$ cat src/rtl/core_pkg.sv
`default_nettype none
// ------------------------------------------------------------------------
// core_pkg : shared arbiter state/requester types and bus widths (rev 1.0)
// ------------------------------------------------------------------------
package core_pkg;

  localparam int DEF_ADDR_W = 32;
  localparam int DEF_DATA_W = 32;

  localparam logic REQ_IF = 1'b0;
  localparam logic REQ_D  = 1'b1;

  typedef enum logic [0:0] {
    ARB_IDLE = 1'b0,
    ARB_BUSY = 1'b1
  } arb_state_t;

endpackage
`default_nettype wire

$ cat src/rtl/mem_port_arbiter_if.sv
`default_nettype none
// ------------------------------------------------------------------------
// mem_port_arbiter_if : IF/data request channels and memory port (rev 1.0)
// ------------------------------------------------------------------------
interface mem_port_arbiter_if
  import core_pkg::*;
#(
  parameter int ADDR_W = DEF_ADDR_W,
  parameter int DATA_W = DEF_DATA_W
) ();

  logic                  if_req_valid;
  logic                  if_req_ready;
  logic [ADDR_W-1:0]     if_addr;
  logic                  if_rsp_valid;
  logic [DATA_W-1:0]     if_rdata;

  logic                  d_req_valid;
  logic                  d_req_ready;
  logic                  d_we;
  logic [DATA_W/8-1:0]   d_be;
  logic [ADDR_W-1:0]     d_addr;
  logic [DATA_W-1:0]     d_wdata;
  logic                  d_rsp_valid;
  logic [DATA_W-1:0]     d_rdata;

  logic                  mem_en;
  logic                  mem_we;
  logic [DATA_W/8-1:0]   mem_be;
  logic [ADDR_W-1:0]     mem_addr;
  logic [DATA_W-1:0]     mem_wdata;
  logic [DATA_W-1:0]     mem_rdata;

  // Requesters and the memory sit on the master side; the arbiter is the slave.
  modport master (
    output if_req_valid, if_addr,
    input  if_req_ready, if_rsp_valid, if_rdata,
    output d_req_valid, d_we, d_be, d_addr, d_wdata,
    input  d_req_ready, d_rsp_valid, d_rdata,
    input  mem_en, mem_we, mem_be, mem_addr, mem_wdata,
    output mem_rdata
  );

  modport slave (
    input  if_req_valid, if_addr,
    output if_req_ready, if_rsp_valid, if_rdata,
    input  d_req_valid, d_we, d_be, d_addr, d_wdata,
    output d_req_ready, d_rsp_valid, d_rdata,
    output mem_en, mem_we, mem_be, mem_addr, mem_wdata,
    input  mem_rdata
  );

endinterface
`default_nettype wire

$ cat src/rtl/mem_lat_timer.sv
`default_nettype none
// ------------------------------------------------------------------------
// mem_lat_timer : loadable down-counter timing one memory access (rev 1.0)
// ------------------------------------------------------------------------
module mem_lat_timer #(
  parameter int LAT = 2
) (
  input  logic clk,
  input  logic rst,
  input  logic start,
  output logic done,
  output logic done_next
);

  localparam int CW = $clog2(LAT + 1);

  logic [CW-1:0] r_cnt;

  always_ff @(posedge clk or negedge rst) begin
    if (!rst) begin
      r_cnt <= '0;
    end else if (start) begin
      r_cnt <= CW'(LAT);
    end else if (r_cnt != '0) begin
      r_cnt <= r_cnt - CW'(1);
    end
  end

  // done marks the last outstanding cycle; done_next predicts it one cycle early
  assign done      = (r_cnt == CW'(1));
  assign done_next = start ? (LAT == 1) : ({1'b0, r_cnt} == (CW + 1)'(2));

endmodule
`default_nettype wire

$ cat src/rtl/mem_port_arbiter.sv
`default_nettype none
// ------------------------------------------------------------------------
// mem_port_arbiter : IF/data arbiter for the unified memory port (rev 1.0)
// ------------------------------------------------------------------------
module mem_port_arbiter
  import core_pkg::*;
#(
  parameter int ADDR_W     = DEF_ADDR_W,
  parameter int DATA_W     = DEF_DATA_W,
  parameter int MEM_LAT    = 2,
  parameter int STARVE_MAX = 4
) (
  input  logic               clk,
  input  logic               rst,
  input  logic               test_enable,
  mem_port_arbiter_if.slave  bus,
  output logic [31:0]        if_wait_cnt,
  output logic [31:0]        d_wait_cnt
);

  localparam int SW = $clog2(STARVE_MAX + 1);

  arb_state_t          r_state;
  logic                r_owner;
  logic                r_we;
  logic                r_if_rsp;
  logic                r_d_rsp;
  logic [SW-1:0]       r_starve;
  logic [DATA_W-1:0]   r_if_rdata;
  logic [DATA_W-1:0]   r_d_rdata;

  logic                w_done;
  logic                w_done_next;
  logic                w_free;
  logic                w_grant_d;
  logic                w_grant_if;
  logic                w_issue;
  logic                w_next_owner;
  logic [DATA_W-1:0]   w_rsp_rdata;

  mem_lat_timer #(
    .LAT (MEM_LAT)
  ) u_lat_timer (
    .clk       (clk),
    .rst       (rst),
    .start     (w_issue),
    .done      (w_done),
    .done_next (w_done_next)
  );

  // The port can be regranted in the cycle the outstanding response returns
  assign w_free       = (r_state == ARB_IDLE) || ((r_state == ARB_BUSY) && w_done);
  assign w_grant_d    = w_free && bus.d_req_valid &&
                        ((r_starve < SW'(STARVE_MAX)) || !bus.if_req_valid);
  assign w_grant_if   = w_free && !w_grant_d && bus.if_req_valid;
  assign w_issue      = w_grant_d || w_grant_if;
  assign w_next_owner = w_issue ? (w_grant_d ? REQ_D : REQ_IF) : r_owner;

  assign bus.d_req_ready  = w_grant_d;
  assign bus.if_req_ready = w_grant_if;

  always_comb begin
    bus.mem_en    = w_issue;
    bus.mem_we    = 1'b0;
    bus.mem_be    = '0;
    bus.mem_addr  = {ADDR_W{1'b0}};
    bus.mem_wdata = {DATA_W{1'b0}};
    if (w_grant_d) begin
      bus.mem_we    = bus.d_we;
      bus.mem_be    = bus.d_be;
      bus.mem_addr  = bus.d_addr;
      bus.mem_wdata = bus.d_wdata;
    end else if (w_grant_if) begin
      bus.mem_be    = '1;
      bus.mem_addr  = bus.if_addr;
    end
  end

  // Response data is forwarded straight from memory in the strobe cycle and
  // held in the per-requester register afterwards.
  assign w_rsp_rdata      = r_we ? {DATA_W{1'b0}} : bus.mem_rdata;
  assign bus.if_rsp_valid = r_if_rsp;
  assign bus.d_rsp_valid  = r_d_rsp;
  assign bus.if_rdata     = r_if_rsp ? bus.mem_rdata : r_if_rdata;
  assign bus.d_rdata      = r_d_rsp  ? w_rsp_rdata   : r_d_rdata;

  always_ff @(posedge clk or negedge rst) begin
    if (!rst) begin
      r_state     <= ARB_IDLE;
      r_owner     <= REQ_IF;
      r_we        <= 1'b0;
      r_if_rsp    <= 1'b0;
      r_d_rsp     <= 1'b0;
      r_starve    <= '0;
      r_if_rdata  <= {DATA_W{1'b0}};
      r_d_rdata   <= {DATA_W{1'b0}};
      if_wait_cnt <= 32'd0;
      d_wait_cnt  <= 32'd0;
    end else begin
      if (w_issue) begin
        r_state <= ARB_BUSY;
        r_owner <= w_next_owner;
        r_we    <= w_grant_d && bus.d_we;
      end else if (w_done) begin
        r_state <= ARB_IDLE;
      end

      r_if_rsp <= w_done_next && (w_next_owner == REQ_IF);
      r_d_rsp  <= w_done_next && (w_next_owner == REQ_D);

      if (r_if_rsp) begin
        r_if_rdata <= bus.mem_rdata;
      end
      if (r_d_rsp) begin
        r_d_rdata <= w_rsp_rdata;
      end

      if (w_grant_if) begin
        r_starve <= '0;
      end else if (w_grant_d && bus.if_req_valid && (r_starve < SW'(STARVE_MAX))) begin
        r_starve <= r_starve + SW'(1);
      end

      if (test_enable) begin
        if (bus.if_req_valid && !w_grant_if) begin
          if_wait_cnt <= if_wait_cnt + 32'd1;
        end
        if (bus.d_req_valid && !w_grant_d) begin
          d_wait_cnt <= d_wait_cnt + 32'd1;
        end
      end
    end
  end

endmodule
`default_nettype wire

$ cat src/flat_wrapper.sv
// flat-port wrapper written by rule: the top's interface ports become plain ports
module mem_port_arbiter_flat import core_pkg::*;
#(
  parameter int ADDR_W     = DEF_ADDR_W,
  parameter int DATA_W     = DEF_DATA_W,
  parameter int MEM_LAT    = 2,
  parameter int STARVE_MAX = 4
)
  (clk, rst, test_enable, if_wait_cnt, d_wait_cnt, bus_if_req_valid, bus_if_addr, bus_if_req_ready, bus_if_rsp_valid, bus_if_rdata, bus_d_req_valid, bus_d_we, bus_d_be, bus_d_addr, bus_d_wdata, bus_d_req_ready, bus_d_rsp_valid, bus_d_rdata, bus_mem_en, bus_mem_we, bus_mem_be, bus_mem_addr, bus_mem_wdata, bus_mem_rdata);
  mem_port_arbiter_if #(.ADDR_W(ADDR_W), .DATA_W(DATA_W)) bus_i ();
  input  logic clk;
  input  logic rst;
  input  logic test_enable;
  output logic [31:0] if_wait_cnt;
  output logic [31:0] d_wait_cnt;
  input wire logic [$bits(bus_i.if_req_valid)-1:0] bus_if_req_valid;
  input wire logic [$bits(bus_i.if_addr)-1:0] bus_if_addr;
  output wire logic [$bits(bus_i.if_req_ready)-1:0] bus_if_req_ready;
  output wire logic [$bits(bus_i.if_rsp_valid)-1:0] bus_if_rsp_valid;
  output wire logic [$bits(bus_i.if_rdata)-1:0] bus_if_rdata;
  input wire logic [$bits(bus_i.d_req_valid)-1:0] bus_d_req_valid;
  input wire logic [$bits(bus_i.d_we)-1:0] bus_d_we;
  input wire logic [$bits(bus_i.d_be)-1:0] bus_d_be;
  input wire logic [$bits(bus_i.d_addr)-1:0] bus_d_addr;
  input wire logic [$bits(bus_i.d_wdata)-1:0] bus_d_wdata;
  output wire logic [$bits(bus_i.d_req_ready)-1:0] bus_d_req_ready;
  output wire logic [$bits(bus_i.d_rsp_valid)-1:0] bus_d_rsp_valid;
  output wire logic [$bits(bus_i.d_rdata)-1:0] bus_d_rdata;
  output wire logic [$bits(bus_i.mem_en)-1:0] bus_mem_en;
  output wire logic [$bits(bus_i.mem_we)-1:0] bus_mem_we;
  output wire logic [$bits(bus_i.mem_be)-1:0] bus_mem_be;
  output wire logic [$bits(bus_i.mem_addr)-1:0] bus_mem_addr;
  output wire logic [$bits(bus_i.mem_wdata)-1:0] bus_mem_wdata;
  input wire logic [$bits(bus_i.mem_rdata)-1:0] bus_mem_rdata;
  assign bus_i.if_req_valid = bus_if_req_valid;
  assign bus_i.if_addr = bus_if_addr;
  assign bus_if_req_ready = bus_i.if_req_ready;
  assign bus_if_rsp_valid = bus_i.if_rsp_valid;
  assign bus_if_rdata = bus_i.if_rdata;
  assign bus_i.d_req_valid = bus_d_req_valid;
  assign bus_i.d_we = bus_d_we;
  assign bus_i.d_be = bus_d_be;
  assign bus_i.d_addr = bus_d_addr;
  assign bus_i.d_wdata = bus_d_wdata;
  assign bus_d_req_ready = bus_i.d_req_ready;
  assign bus_d_rsp_valid = bus_i.d_rsp_valid;
  assign bus_d_rdata = bus_i.d_rdata;
  assign bus_mem_en = bus_i.mem_en;
  assign bus_mem_we = bus_i.mem_we;
  assign bus_mem_be = bus_i.mem_be;
  assign bus_mem_addr = bus_i.mem_addr;
  assign bus_mem_wdata = bus_i.mem_wdata;
  assign bus_i.mem_rdata = bus_mem_rdata;
  mem_port_arbiter #(.ADDR_W(ADDR_W), .DATA_W(DATA_W), .MEM_LAT(MEM_LAT), .STARVE_MAX(STARVE_MAX)) u_core (.clk(clk), .rst(rst), .test_enable(test_enable), .bus(bus_i), .if_wait_cnt(if_wait_cnt), .d_wait_cnt(d_wait_cnt));
endmodule
$ cat config.mk
export PLATFORM = sky130hd
export DESIGN_NAME = mem_port_arbiter_flat
export DESIGN_NICKNAME = d
export VERILOG_FILES = /design/src/rtl/core_pkg.sv /design/src/rtl/mem_port_arbiter_if.sv /design/src/rtl/mem_lat_timer.sv /design/src/rtl/mem_port_arbiter.sv /design/src/flat_wrapper.sv
export SDC_FILE = /design/constraint.sdc
export NUM_CORES = 1
export LEC_CHECK = 0
export ABC_AREA = 1
export CAP_MARGIN = 5
export CORE_UTILIZATION = 41
export DETAILED_ROUTE_END_ITERATION = 16
export PLACE_DENSITY = 0.81
export SYNTH_ARGS = -nofsm -noshare
export SYNTH_HDL_FRONTEND = slang
export SYNTH_HIERARCHICAL = 1
export SYNTH_SLANG_ARGS = --single-unit
$ cat constraint.sdc
create_clock -name clk -period 2.15 [get_ports clk]
set_clock_uncertainty 0.1 [all_clocks]
set_input_delay 0.43 -clock clk [delete_from_list [all_inputs] [get_ports clk]]
set_output_delay 0.43 -clock clk [all_outputs]
set_load 0.005 [all_outputs]
### After elaboration in Yosys (flattened, before gate mapping)

Index checks and enable logic that the tools add are counted.

* $add $sub $neg: 4
* magnitude comparators: 1
* eq/ne operators: 2
* multiplexer cells: 18
* bitwise logic cells: 2
* reductions and logical operators: 24

Operators by type and width (number)
* $mux W32: 6
* $add A32 B1 Y32 const B: 2
* $logic_and A1 B1 Y1: 12
* $mux W4: 2
* $reduce_bool A2 Y1: 4
* $mux W1: 6
* $mux W3: 2
* $mux W2: 2
* $reduce_and A2 Y1: 2
* $add A3 B1 Y3 const B: 1
* $logic_not A1 Y1: 3
* $logic_or A1 B1 Y1: 3
* $lt A3 B3 Y1 const B: 1
* $eq A2 B1 Y1 const B: 1
* $eq A2 B2 Y1 const B: 1
* $not A1 Y1: 2
* $sub A2 B1 Y2 const B: 1

* bits in registers: 138
* input bits: 138
* output and inout port bits: 202
* word-level logic and storage cells: 62

### Longest topological paths before layout

* word-level depth: 12
* mapped depth: 12
* gate-level depth less buffers: 11

### Modules after synthesis

The synthesis kept the hierarchy.

Modules (own cells, without submodules)
* mem_port_arbiter: instances 1, cells an instance 846, area an instance 6865.3 um^2, sequential area each 3403.3 um^2
* mem_lat_timer: instances 1, cells an instance 18, area an instance 140.1 um^2, sequential area each 50.0 um^2

### Worst setup path after synthesis

No wires, ideal clock.

* path type: reg2out
* start: register u_core.u_lat_timer.r_cnt[1]
* end: output bus_mem_wdata[10]
* arrival time: 1.327 ns
* data required time: 1.620 ns
* setup slack: 0.293 ns
* cell stages (with the launch flop): 9
* buffers on the path: 2
* path through: dfrtp_1 -> inv_1 -> ha_1 -> inv_1 -> nand2_2 -> nand3_2 -> buf_2 -> buf_1 -> nor2_1

* word-level cells in the longest chain between the ends: 6

RTL lines
* start: declaration: line mem_lat_timer.sv:17 `logic [CW-1:0] r_cnt;`
* start signal: assignment: line mem_lat_timer.sv:23 `r_cnt <= CW'(LAT);`
* start signal: assignment: line mem_lat_timer.sv:25 `r_cnt <= r_cnt - CW'(1);`
* $eq A2 B1 Y1: line mem_lat_timer.sv:30 `assign done = (r_cnt == CW'(1));`
* net u_core.w_done: line mem_port_arbiter.sv:32 `logic w_done;`
* $logic_and A1 B1 Y1: line mem_port_arbiter.sv:52 `assign w_free = (r_state == ARB_IDLE) || ((r_state == ARB_BUSY) && w_done);`
* $logic_or A1 B1 Y1: line mem_port_arbiter.sv:52
* $logic_and A1 B1 Y1 (2 in series): line mem_port_arbiter.sv:53 `assign w_grant_d = w_free && bus.d_req_valid &&`
* $mux W32: line mem_port_arbiter.sv:68 `if (w_grant_d) begin`
* end: declaration: line flat_wrapper.sv:33 `output wire logic [$bits(bus_i.mem_wdata)-1:0] bus_mem_wdata;`

The timed path passes the listed nets, and every way through them passes these cells.

### Worst setup path after layout

* start: register u_core.u_lat_timer.r_cnt[0]
* end: output bus_mem_addr[28]

* word-level cells in the longest chain between the ends: 10

RTL lines
* $eq A2 B1 Y1 (*): line mem_lat_timer.sv:30
* net u_core.w_done: line mem_port_arbiter.sv:32
* $logic_and A1 B1 Y1 (*): line mem_port_arbiter.sv:52
* $logic_or A1 B1 Y1 (*): line mem_port_arbiter.sv:52
* $logic_and A1 B1 Y1 (2 in series): line mem_port_arbiter.sv:53
* $logic_not A1 Y1: line mem_port_arbiter.sv:55 `assign w_grant_if = w_free && !w_grant_d && bus.if_req_valid;`
* $logic_and A1 B1 Y1 (2 in series): line mem_port_arbiter.sv:55
* $mux W32: line mem_port_arbiter.sv:73 `end else if (w_grant_if) begin`
* $mux W32 (*): line mem_port_arbiter.sv:68
* end: declaration: line flat_wrapper.sv:32 `output wire logic [$bits(bus_i.mem_addr)-1:0] bus_mem_addr;`

Mark *: on every way through the listed nets, which the timed path passes. The rest lies on a longest branch.

==> results.rst <==
.. list-table::
   :header-rows: 1

   * - Metric
     - Value
   * - Status
     - finished with violations
   * - Violated checks
     - setup timing
   * - Most numerous cell in the Yosys netlist
     - sky130_fd_sc_hd__inv_1
   * - Hold Path Class
     - input port to async pin
   * - Total nets after synthesis
     - ~1000
   * - R2r worst-path depth
     - 11
   * - Pre-CTS WS
     - -589 ps
   * - Pin count of the biggest net entering global routing
     - 57
   * - Setup crit start kind
     - flip-flop
   * - Worst-path fanout max
     - 8
   * - Share of layout cells above drive strength 1
     - between 30% and 40%
   * - Number of failing setup endpoints in the final timing report
     - 93
   * - Power density over cell area
     - about 1100 nW/um2
   * - Unrepaired setup endpoints after global routing
     - true
   * - Peak clock frequency supported by timing
     - approximately 390 MHz
   * - Die outline height
     - 133 um
   * - Start-to-end type of the worst setup path
     - flip-flop to output pin
   * - Number of top-level pins
     - 340
   * - Layout area overhead
     - 91.6%
   * - Total CTS buffers
     - 17
   * - Worst vdd ir
     - 776 uV
   * - Final setup slack of the worst path
     - -437 ps
   * - Clk sinks
     - ~140
   * - Number of buffers inserted by port buffering
     - roughly 340
   * - Area leader, netlist
     - sky130_fd_sc_hd__dfrtp_1
   * - Leading post-synthesis cells by cell area
     - sky130_fd_sc_hd__dfrtp_1, sky130_fd_sc_hd__inv_1, sky130_fd_sc_hd__nand2_1
   * - Routed vias/inst
     - approximately 5.3
   * - GRT met1 Usage
     - between 40% and 50%
   * - Register clock-pin slew on the reported worst setup and hold paths
     - around 60 ps
   * - GP Congestion
     - between 0.9 and 1
   * - Post-DR wirelength/cell
     - approximately 22 um
   * - Total Nets Final
     - around 1500
   * - Number of enable-type register cells in the synthesized netlist
     - 0
   * - Post-detail-place hpwl
     - between 20 and 25 mm
   * - Number of pins with negative max-slew slack in the final report
     - 0
   * - CTS root buffer
     - sky130_fd_sc_hd__clkbuf_16
   * - Die outline width
     - between 100 and 150 um
   * - DRC violation count after routing
     - 0
   * - Capturing element type of the critical path
     - output pin
   * - Synth async-reset ratio
     - 100%
   * - Top cells by instance count after synthesis
     - sky130_fd_sc_hd__inv_1, sky130_fd_sc_hd__nand2_1, sky130_fd_sc_hd__nor2_1
   * - Number of placement rows
     - 47
   * - Ratio of final minimum period to clock period
     - 120%
   * - Post-Syn Area
     - 7010 um2
   * - Detail Route Antenna Nets
     - 0
   * - Flop and latch count out of synthesis
     - 138
   * - Depth of the CTS H-tree
     - 4
   * - Max Root-Sink Buffers
     - 2
   * - Post-Synthesis Cells
     - ~860
   * - Sum of routed wire length over all layers
     - about 34 mm
   * - GR met2 Demand/Resource
     - about three fifths
   * - CORE AREA
     - around 17000 um2
   * - Transition time of the tightest slew-check pin
     - ~330 ps
   * - Post-synthesis sequential area ratio
     - 49.3%
   * - TritonCTS clock tree
     - built
   * - Starting density of the core
     - 42.1%
   * - Post-synthesis area per instance
     - 8.11 um2
   * - Slew HR
     - ~80%
   * - Fill count
     - roughly 950
   * - Syn. warnings
     - 6
   * - Worst skew pair latency
     - approximately 420 ps
   * - Initial antenna violation count
     - 5
   * - Yosys top cell area share
     - between 40 and 50%
   * - Via count
     - around 8400
   * - Max Cap Violations
     - 0
   * - Overall overflow remaining after global route
     - 0
   * - Number of library cell types mapped by synthesis
     - 34
   * - Ys flop type
     - sky130_fd_sc_hd__dfrtp_1
   * - Register-to-Register Setup Slack
     - around 30 ps
   * - Data arrival time of the critical path
     - around 2100 ps
   * - Number of global-route vias before repair
     - between 8000 and 9000
   * - Sum of internal, switching and leakage power
     - roughly 15 mW
   * - Worst endpoint required time
     - around 1600 ps
   * - Hold Vio Cnt, Final
     - 0
   * - Static leakage power
     - between 6 and 7 nW
   * - Full die area
     - ~18000 um2
   * - Iteration-0 DRC count of the detailed router
     - 689
   * - Global-route wire length before repair
     - between 40 and 50 mm
   * - Met3 usage in global routing
     - 13.2%
   * - Total routing usage reported by global routing
     - 36.4%
   * - Minimum clock period after layout
     - 2590 ps
   * - Most crowded layer after global routing
     - met2
   * - First drt pass iteration count
     - 7
placed cells by master, fill, tap and decap left out, types with 22 or more instances in the layout:
cell and instances:
sky130_fd_sc_hd__clkdlybuf4s50_1 201, sky130_fd_sc_hd__inv_1 159, sky130_fd_sc_hd__nand2_1 144, sky130_fd_sc_hd__dfrtp_1 136
sky130_fd_sc_hd__buf_2 105, sky130_fd_sc_hd__buf_4 85, sky130_fd_sc_hd__nor2_1 78, sky130_fd_sc_hd__nor2_4 60
sky130_fd_sc_hd__buf_6 48, sky130_fd_sc_hd__a22o_1 33, sky130_fd_sc_hd__nand3_1 31, sky130_fd_sc_hd__a21oi_4 26
sky130_fd_sc_hd__xnor2_1 24, sky130_fd_sc_hd__o22ai_4 22
cell type report:
class / instances / area (um2) / share of cell area, %
repair buffers: 486 / 4540 / 33.9
multi-input cells: 534 / 3970 / 29.6
flip-flops and latches: 138 / 3460 / 25.7
inverters: 163 / 619 / 4.61
clock buffers: 22 / 474 / 3.53
well taps: 220 / 275 / 2.05
clock inverters: 8 / 71.3 / 0.531
diodes: 4 / 10.0 / 0.0746
metrics by stage:
step           util [%]  instance area [um2]  TNS (ps)  instances  hold WS [ps]
3_5_place_dp       67.8                11300    -36890       1478           246
6_report           80.7                13400    -22720       1575           393
3_3_place_gp       67.8                11300    -34600       1478           246
5_1_grt            80.7                13400    -27300       1575           411
4_1_cts            78.0                13000    -22870       1565           362
2_1_floorplan         -                 7010         0        864          34.4
power breakdown:
part / internal (mW) / total [mW] / switching, mW
clock network: 1.66 / 2.77 / 1.11
logic: 4.21 / 8.05 / 3.84
registers: 3.33 / 3.92 / 0.591
total: 9.20 / 14.7 / 5.53
path summary, 6_finish.rpt:
kind	to	startpoint
worst max-delay path	bus_mem_addr[28]	u_core/u_lat_timer/r_cnt[0]
worst min register to register	u_core/r_starve[0]	u_core/r_starve[0]
worst max register to register	u_core/if_wait_cnt[30]	u_core/u_lat_timer/r_cnt[0]
max in group asynchronous	u_core/r_d_rdata[21]	rst
min in group clk	u_core/r_starve[0]	u_core/r_starve[0]
worst min-delay path	u_core/d_wait_cnt[28]	rst
worst max-delay path, stage by stage, from the launching register on:
cell and delay, ps:
sky130_fd_sc_hd__dfrtp_1 410, sky130_fd_sc_hd__ha_4 180, sky130_fd_sc_hd__buf_6 110, sky130_fd_sc_hd__nor2_4 140
sky130_fd_sc_hd__nor2_4 60, sky130_fd_sc_hd__buf_6 130, sky130_fd_sc_hd__buf_12 130, sky130_fd_sc_hd__a22o_1 300
sky130_fd_sc_hd__buf_2 160
state kept, by name (all words and copies together), names as in the netlist:
register / cells
u_core/r_if_rdata: 32
u_core/r_d_rdata: 32
u_core/r_starve: 3
u_core/r_state: 1
u_core/bus.d_rsp_valid: 1
u_core/r_we: 1
u_core/d_wait_cnt: 32
u_core/if_wait_cnt: 32
u_core/bus.if_rsp_valid: 1
u_core/r_owner: 1
u_core/u_lat_timer/r_cnt: 2
timing repair:
item,CTS,global route
resized for setup,729,129
cloned,13,1
pin swaps,39,41
buffers inserted,46,11
hold buffers,1,0
setup endpoints to repair,136,131
endpoints found under the hold margin,32,0
cell families after synthesis:
kind of cell	after synthesis	synth area share, %
multiplexers	1	0.161
buffers and inverters	192	10.9
AO/OA/AOI/OAI	107	10.1
XOR/XNOR	43	5.48
adder cells (fa/ha/maj)	6	1.07
AND/OR/NAND/NOR	377	23.0
flip-flops	138	49.3
per-layer routing:
layer	up-vias	share of wire (%)
met5	-	0.038
met2	483	47
met3	123	10
met1	4130	37
met4	2	5.0
li1	3663	-
Note: power is estimated with default switching activity, not from simulation.
